==> config.mk <==
export PLATFORM = sky130hd
export DESIGN_NAME = mem_access_unit
export DESIGN_NICKNAME = d
export VERILOG_FILES = /design/src/rtl/mem_access_unit_pkg.sv /design/src/rtl/load_align_ext.sv /design/src/rtl/mem_access_unit.sv
export SDC_FILE = /design/constraint.sdc
export NUM_CORES = 1
export LEC_CHECK = 0
export CAP_MARGIN = 0
export CORE_ASPECT_RATIO = 1.2
export CORE_MARGIN = 5
export CORE_UTILIZATION = 40
export CTS_CLUSTER_DIAMETER = 80
export CTS_CLUSTER_SIZE = 25
export DETAILED_ROUTE_END_ITERATION = 10
export PLACE_DENSITY = 0.87
export REMOVE_ABC_BUFFERS = 1
export SYNTH_ARGS = -nofsm -noshare
export SYNTH_HDL_FRONTEND = slang
export SYNTH_SLANG_ARGS = --single-unit
==> constraint.sdc <==
create_clock -name clk -period 1.7 [get_ports clk]
set_input_delay 0.17 -clock clk [delete_from_list [all_inputs] [get_ports clk]]
set_output_delay 0.17 -clock clk [all_outputs]
set_load 0.05 [all_outputs]
==> src/rtl/mem_access_unit_pkg.sv <==
// Shared types for the M-stage memory access unit: width codes, exception codes,
// FSM states and the lane helpers used to build bus transactions.
package mem_access_unit_pkg;

    typedef enum logic [1:0] {
        WidthWord = 2'b00,
        WidthHalf = 2'b01,
        WidthByte = 2'b10,
        WidthIll  = 2'b11
    } width_e;

    localparam logic [4:0] ExcAdEL = 5'd4;
    localparam logic [4:0] ExcAdES = 5'd5;
    localparam logic [4:0] ExcDBE  = 5'd7;

    typedef enum logic [1:0] {
        StIdle = 2'd0,
        StReq  = 2'd1,
        StDone = 2'd2
    } state_e;

    typedef struct packed {
        logic       we;
        logic       sign;
        width_e     width;
        logic [1:0] addr_lo;
    } req_t;

    function automatic logic is_misaligned(width_e w, logic [1:0] lo);
        case (w)
            WidthWord: return lo != 2'b00;
            WidthHalf: return lo[0];
            WidthByte: return 1'b0;
            default:   return 1'b1;
        endcase
    endfunction

    function automatic logic [3:0] lane_be(width_e w, logic [1:0] lo);
        case (w)
            WidthWord: return 4'b1111;
            WidthHalf: return lo[1] ? 4'b1100 : 4'b0011;
            WidthByte: return 4'b0001 << lo;
            default:   return 4'b0000;
        endcase
    endfunction

    function automatic logic [31:0] lane_wdata(width_e w, logic [31:0] d);
        case (w)
            WidthHalf: return {2{d[15:0]}};
            WidthByte: return {4{d[7:0]}};
            default:   return d;
        endcase
    endfunction

endpackage

==> src/rtl/load_align_ext.sv <==
// Picks the addressed half/byte lane out of a full bus word and sign- or
// zero-extends it to 32 bits; word reads pass straight through.
module load_align_ext
    import mem_access_unit_pkg::*;
(
    input  logic [31:0] bus_rdata_i,
    input  logic [1:0]  addr_lo_i,
    input  width_e      width_i,
    input  logic        load_sign_i,
    output logic [31:0] data_o
);

    logic [15:0] half_v;
    logic [7:0]  byte_v;

    assign half_v = addr_lo_i[1] ? bus_rdata_i[31:16] : bus_rdata_i[15:0];

    always_comb begin
        unique case (addr_lo_i)
            2'd0: byte_v = bus_rdata_i[7:0];
            2'd1: byte_v = bus_rdata_i[15:8];
            2'd2: byte_v = bus_rdata_i[23:16];
            2'd3: byte_v = bus_rdata_i[31:24];
        endcase
    end

    always_comb begin
        case (width_i)
            WidthHalf: data_o = {{16{load_sign_i & half_v[15]}}, half_v};
            WidthByte: data_o = {{24{load_sign_i & byte_v[7]}}, byte_v};
            default:   data_o = bus_rdata_i;
        endcase
    end

endmodule

==> src/rtl/mem_access_unit.sv <==
// M-stage data-memory initiator: one word-aligned bus transaction per load/store.
// Define MEM_ACCESS_TIMEOUT_EN to raise DBE after WAIT_LIMIT unanswered REQ cycles.
module mem_access_unit
    import mem_access_unit_pkg::*;
#(
    parameter int unsigned WAIT_LIMIT = 16
) (
    input  logic        clk,
    input  logic        reset,
    input  logic        req_valid,
    input  logic        req_we,
    input  logic [1:0]  width,
    input  logic        load_sign,
    input  logic [31:0] addr,
    input  logic [31:0] wdata,
    output logic        stall,
    output logic        done,
    output logic [31:0] rd_data,
    output logic        exc,
    output logic [4:0]  exc_code,
    output logic        bus_req,
    output logic        bus_we,
    output logic [31:0] bus_addr,
    output logic [3:0]  bus_be,
    output logic [31:0] bus_wdata,
    input  logic        bus_ready,
    input  logic [31:0] bus_rdata
);

    state_e      state_q, state_d;
    req_t        req_q, req_d;
    logic        bus_req_q, bus_req_d;
    logic        bus_we_q, bus_we_d;
    logic [31:0] bus_addr_q, bus_addr_d;
    logic [3:0]  bus_be_q, bus_be_d;
    logic [31:0] bus_wdata_q, bus_wdata_d;
    logic [31:0] rd_data_q, rd_data_d;
    logic        exc_q, exc_d;
    logic [4:0]  exc_code_q, exc_code_d;
    logic [31:0] load_value;
    width_e      width_in;

    assign width_in = width_e'(width);

`ifdef MEM_ACCESS_TIMEOUT_EN
    logic [7:0] wait_cnt_q, wait_cnt_d;
`else
    logic unused_wait_limit;
    assign unused_wait_limit = ^WAIT_LIMIT;
`endif

    load_align_ext u_load_align_ext (
        .bus_rdata_i (bus_rdata),
        .addr_lo_i   (req_q.addr_lo),
        .width_i     (req_q.width),
        .load_sign_i (req_q.sign),
        .data_o      (load_value)
    );

    always_comb begin
        state_d     = state_q;
        req_d       = req_q;
        bus_req_d   = bus_req_q;
        bus_we_d    = bus_we_q;
        bus_addr_d  = bus_addr_q;
        bus_be_d    = bus_be_q;
        bus_wdata_d = bus_wdata_q;
        rd_data_d   = rd_data_q;
        exc_d       = exc_q;
        exc_code_d  = exc_code_q;
        stall       = 1'b0;
        done        = 1'b0;
`ifdef MEM_ACCESS_TIMEOUT_EN
        wait_cnt_d  = wait_cnt_q;
`endif
        case (state_q)
            StIdle: begin
                if (req_valid) begin
                    stall = 1'b1;
                    if (is_misaligned(width_in, addr[1:0])) begin
                        exc_d      = 1'b1;
                        exc_code_d = req_we ? ExcAdES : ExcAdEL;
                        state_d    = StDone;
                    end else begin
                        req_d       = '{we: req_we, sign: load_sign, width: width_in,
                                        addr_lo: addr[1:0]};
                        bus_req_d   = 1'b1;
                        bus_we_d    = req_we;
                        bus_addr_d  = {addr[31:2], 2'b00};
                        bus_be_d    = lane_be(width_in, addr[1:0]);
                        bus_wdata_d = lane_wdata(width_in, wdata);
                        exc_d       = 1'b0;
                        state_d     = StReq;
`ifdef MEM_ACCESS_TIMEOUT_EN
                        wait_cnt_d  = '0;
`endif
                    end
                end
            end
            StReq: begin
                stall = 1'b1;
                if (bus_ready) begin
                    if (!req_q.we) begin
                        rd_data_d = load_value;
                    end
                    bus_req_d = 1'b0;
                    bus_we_d  = 1'b0;
                    state_d   = StDone;
                end
`ifdef MEM_ACCESS_TIMEOUT_EN
                else if (wait_cnt_q + 8'd1 == 8'(WAIT_LIMIT)) begin
                    // Responder never answered: abandon without touching rd_data.
                    exc_d      = 1'b1;
                    exc_code_d = ExcDBE;
                    bus_req_d  = 1'b0;
                    bus_we_d   = 1'b0;
                    state_d    = StDone;
                end else begin
                    wait_cnt_d = wait_cnt_q + 8'd1;
                end
`endif
            end
            StDone: begin
                // req_valid here still belongs to the completing instruction.
                done    = 1'b1;
                state_d = StIdle;
            end
            default: state_d = StIdle;
        endcase
    end

    always_ff @(posedge clk) begin
        if (reset) begin
            state_q     <= StIdle;
            req_q       <= '0;
            bus_req_q   <= 1'b0;
            bus_we_q    <= 1'b0;
            bus_addr_q  <= '0;
            bus_be_q    <= '0;
            bus_wdata_q <= '0;
            rd_data_q   <= '0;
            exc_q       <= 1'b0;
            exc_code_q  <= '0;
        end else begin
            state_q     <= state_d;
            req_q       <= req_d;
            bus_req_q   <= bus_req_d;
            bus_we_q    <= bus_we_d;
            bus_addr_q  <= bus_addr_d;
            bus_be_q    <= bus_be_d;
            bus_wdata_q <= bus_wdata_d;
            rd_data_q   <= rd_data_d;
            exc_q       <= exc_d;
            exc_code_q  <= exc_code_d;
        end
    end

`ifdef MEM_ACCESS_TIMEOUT_EN
    always_ff @(posedge clk) begin
        if (reset) begin
            wait_cnt_q <= '0;
        end else begin
            wait_cnt_q <= wait_cnt_d;
        end
    end
`endif

    assign bus_req   = bus_req_q;
    assign bus_we    = bus_we_q;
    assign bus_addr  = bus_addr_q;
    assign bus_be    = bus_be_q;
    assign bus_wdata = bus_wdata_q;
    assign rd_data   = rd_data_q;
    assign exc       = (state_q == StDone) && exc_q;
    assign exc_code  = exc_code_q;

endmodule

# After elaboration in Yosys (flattened, before gate mapping)
# Index checks and enable logic that the tools add are counted.
# Widths: inputs -> output; s select.
totals:
  ff_bits: 114
  input_bits: 104
  word_cells: 67
op_classes:
  eq_ne: 12
  shifts: 1
  muxes: 25
  bitwise_logic: 4
  reduce_logical: 12
op_table:
  columns: ["op", "count"]
  rows:
  - ["$pmux 32 s2", 2]
  - ["$pmux 8 s4", 1]
  - ["$mux 16", 1]
  - ["$pmux 4 s3", 1]
  - ["$mux 1", 11]
  - ["$eq 2x2->1 const B", 5]
  - ["$reduce_and 3->1", 3]
  - ["$eq 2x1->1 const B", 4]
  - ["$logic_not 2->1", 3]
  - ["$mux 2", 3]
  - ["$ne 2x2->1 const B", 3]
  - ["$pmux 1 s2", 3]
  - ["$mux 4", 1]
  - ["$pmux 2 s2", 1]
  - ["$reduce_and 2->1", 2]
  - ["$reduce_and 4->1", 1]
  - ["$reduce_bool 2->1", 2]
  - ["$shl 1x2->4 const A", 1]
  - ["$pmux 1 s3", 1]
  - ["$and 1x1->1", 2]
  - ["$not 1->1", 2]
  - ["$logic_and 1x1->1", 1]

# Depth between registers and ports, before layout
# Gate-level depths: netlist (run 1).
logic_depth:
  depth_word: 7
  mapped_depth: 8

# Modules after synthesis
# Synthesis (run 1) repeated with hierarchy kept, for this count alone.
hier_totals:
  hier_cells: 647
  hier_area_um2: 5123.7
by_module_without_submodules:
  columns: ["mod", "instances", "cells_per_inst", "area_each_um2", "seq_area_each_um2"]
  rows:
  - ["mem_access_unit", 1, 538, 4421.7, 2222.1]
  - ["load_align_ext", 1, 109, 701.9, 0.0]

# Worst setup path before layout (run 1)
# No wires, ideal clock.
synth_timing:
  path_kind: "register to output"
  startpoint: "register state_q[1]"
  endpoint: "output exc"
  arrival_time_ps: 1699
  slack_ps: -169
  stages_incl_launch_ff: 3
  path_cell_list: "dfxtp_1 -> nor2b_1 -> and2_1"
synth_via:
  elab_chain_len: 2
synth_lines:
  columns: ["item", "line_no", "text"]
  rows:
  - ["from (decl)", "mem_access_unit.sv:30", "state_e state_q, state_d;"]
  - ["from (signal assigned)", "mem_access_unit.sv:134", "state_q <= StIdle;"]
  - ["from (signal assigned)", "mem_access_unit.sv:145", "state_q <= state_d;"]
  - ["$eq 2x2->1", "mem_access_unit.sv:174", "assign exc = (state_q == StDone) && exc_q;"]
  - ["$logic_and 1x1->1", "mem_access_unit.sv:174", null]
  - ["to (decl)", "mem_access_unit.sv:19", "output logic exc,"]
# No other way between the ends.

# Final worst setup path (run 1)
layout_timing:
  startpoint: "register bus_addr_q[13], in the netlist bus_addr[13]"
  endpoint: "output bus_addr[13]"
layout_lines:
  columns: ["item", "line_no", "text"]
  rows:
  - ["from (decl)", "mem_access_unit.sv:34", "logic [31:0] bus_addr_q, bus_addr_d;"]
  - ["from (signal assigned)", "mem_access_unit.sv:149", "bus_addr_q <= bus_addr_d;"]
  - ["to (decl)", "mem_access_unit.sv:23", "output logic [31:0] bus_addr,"]
# No word-level cell between the ends.

==> impl_results.md, run 1 <==
- MaxCap Viol Count: 0
- Hold_buf cts: 0
- Power Density: 834 nW/um^2
- Period minus WS final: 1.68 ns
- Final Net Count: 958
- Yosys top cell area share: 0.394
- Layout cell share with drive strength beyond 1: 0.190
- Skew-Pair Late Insertion Delay: 0.35 ns
- Most frequent cell after synthesis: nand2_1
- Die width: 118 um
- Family with the most delay on the worst path: buffers and inverters
- Final worst path period share: 0.987
- CP bufs+invs: 1
- Yosys reg bits: 111
- 1st-pass router iterations: 4
- Post-DP HPWL: 12800 um
- Final Power: 0.00715 W
- Antenna viol nets, final: 0
- P&R area growth vs syn: 51.8%
- Vias in the first global route: 5594
- CP Data Arrival Time: 1.51 ns
- Slew headroom: 0.625
- Slowest-stage cell, CP: clkdlybuf4s50_1
- Worst min path class: primary input to register
- Synth area leaders: dfxtp_1 39%, mux2i_1 8.2%, nand2_1 7.6%, mux2_2 7.0%, a211oi_1 4.5%
- CTS tree: done
- Post-synth EDFFs: 0
- M1 GR Usage: 0.240
- Max FO, Critical Path: 2
- Cell taking the most area after synthesis: dfxtp_1
- Peak Freq: 596 MHz
- Number of synthesis warnings: 0
- First-pass GRT wire length: 28000 um
- Fin. max-slew vios: 0
- Synth cell types: 42
- Hold Fails Final Rpt: 0
- GRT met2 Usage: 0.348
- # diodes: 0
- Sequential share of the synthesized area: 0.394
- Cells after synthesis: 639
- Leakage power: 3.71 nW
- Num rows: 47
- Port buffer count: 208
- Slew @ Worst Pin: 0.560 ns
- Multi-input logic area: 3200 sq um
- Ports: 214
- Met3 usage: 0.0407
- CP cell instances: clkdlybuf4s50_1
- Worst-case vdd ir drop: 0.641 mV
- Final Wtd Congestion: 0.803
- 1st-iter DRT viols: 409
- Max clock buf depth: 2
- Busiest grt layer: met2
- Setup TNS: 0 ns
- Num CTS Buffers: 9
- DR WL/cell: 17.3 um
- Setup slack after layout: 0.0226 ns
- Clk sink count: 111
- Total wire length: 17700 um
- DR vias: 5597
- Clock transition at path regs: 0.08 ns
- Final setup violation count: 0
- Synth Cell Area: 5650 sq um
- Top FF cell, synth: dfxtp_1
- Worst Path Required: 1.53 ns
- Post-Syn Area per Cell: 8.84 sq um
- Die H: 140 um
- Starting Density: 0.409
- Drc violations: 0
- Register area: 2220 sq um
- Top cells by count, synth: 114 x nand2_1, 111 x dfxtp_1, 46 x mux2i_1, 45 x clkbuf_1, 35 x mux2_2
- Largest stage delay on the critical path: 0.82 ns
- Post-synth ARST share: 0
- Crit start category: register
- CP Class: register to output pin
- CTS H-tree depth: 3
- Filler instances: 1131
- Clock tree root buffer cell: clkbuf_16
- Core box area: 13800 sq um
- Status: complete, no violations
- Largest net degree at the start of global routing: 72
- Fin Clk Skew: 0.00811 ns
- Via density: 5.47
- Post-Place Setup Slack: -0.476 ns
- Die Area: 16600 sq um
- Total track usage: 0.201
- CP Capture Type: output pin
- Congestion Overflow GR: 0
- Antenna violations before repair: 0
[cell type report]
type                            count  share of cell area
Multi-Input combinational cell    459               0.373
Tap cell                          171              0.0250
Timing Repair Buffer              262               0.308
Clock buffer                       10              0.0267
Clock inverter                      6             0.00555
Inverter                            5             0.00234
Sequential cell                   111               0.259
[final timing paths]
| path | start | to | cells after the start | slack [ns] |
|---|---|---|---|---|
| worst max-delay path | bus_addr[13] | bus_addr[13] | 1 | 0.02 |
| worst min register to register | bus_wdata[2] | bus_wdata[2] | 2 | 0.46 |
| worst min-delay path | width[0] | req_q[2] | 4 | 0.32 |
| worst max register to register | req_q[1] | rd_data[9] | 4 | 0.06 |
[kinds of logic (layout without fill, tap and decap cells)]
group / after synthesis / after routing / share of synthesized area
AND/OR/NAND/NOR: 207 / 207 / 0.175
AO/OA/AOI/OAI: 159 / 159 / 0.204
flip-flops: 111 / 111 / 0.394
multiplexers: 82 / 82 / 0.155
buffers and inverters: 73 / 283 / 0.0583
adder cells (fa/ha/maj): 6 / 6 / 0.0133
other: 1 / 5 / 0.000664
[routing by layer]
layer | vias to the layer above | wire [um]
met4 | 0 | 596
met1 | 2655 | 7040
met2 | 193 | 8970
li1 | 2713 | -
met3 | 36 | 1140
met5 | - | 0
[layout by cell type (no fill, tap or decap), types with 16 or more instances in the layout]
cell type / synthesis / layout
a211oi_1: 34 / 33
a21oi_1: 20 / 20
a311oi_1: 16 / 16
buf_4: 12 / 70
clkdlybuf4s50_1: 0 / 139
dfxtp_1: 111 / 110
dlymetal6s2s_1: 0 / 29
mux2_2: 35 / 34
mux2i_1: 46 / 46
nand2_1: 114 / 114
nor2_1: 28 / 28
nor2b_1: 31 / 29
o211ai_1: 22 / 22
o21ai_0: 24 / 24
[report_power, final]
part | total, W | switching [W] | internal, W
clock network | 0.00199 | 0.000985 | 0.00100
registers | 0.00289 | 0.000104 | 0.00278
logic | 0.00228 | 0.00132 | 0.000959
[registers in the layout, indices dropped and copies added, names as in the netlist]
| name | flops |
|---|---|
| exc_code | 2 |
| rd_data | 32 |
| bus_req | 1 |
| bus_we | 1 |
| bus_wdata | 32 |
| bus_be | 4 |
| exc_q | 1 |
| bus_addr | 30 |
| req_q | 6 |
| state_q | 2 |
[repair_timing]
| action | in CTS | in global routing |
|---|---|---|
| resized for setup | 16 | 41 |
| setup endpoints to repair | 96 | 116 |
| pin swaps | 1 | 1 |
| setup buffers | 0 | 1 |
[metrics by stage]
step	hold WS, ns	utilization	cells	instance area, sq um
2_1_floorplan	0.239	-	575	5350
3_3_place_gp	0.440	0.589	1007	8130
3_5_place_dp	0.447	0.589	1007	8130
4_1_cts	0.320	0.611	1023	8440
5_1_grt	0.349	0.620	1024	8570
6_report	0.322	0.620	1024	8570
(Power assumes the default switching activity.)
==> run 2: changes to the inputs <==
SLEW_MARGIN = 15   (was default)
==> results of run 2 <==
The final DEF is identical to that of run 1; final timing and power are the same.
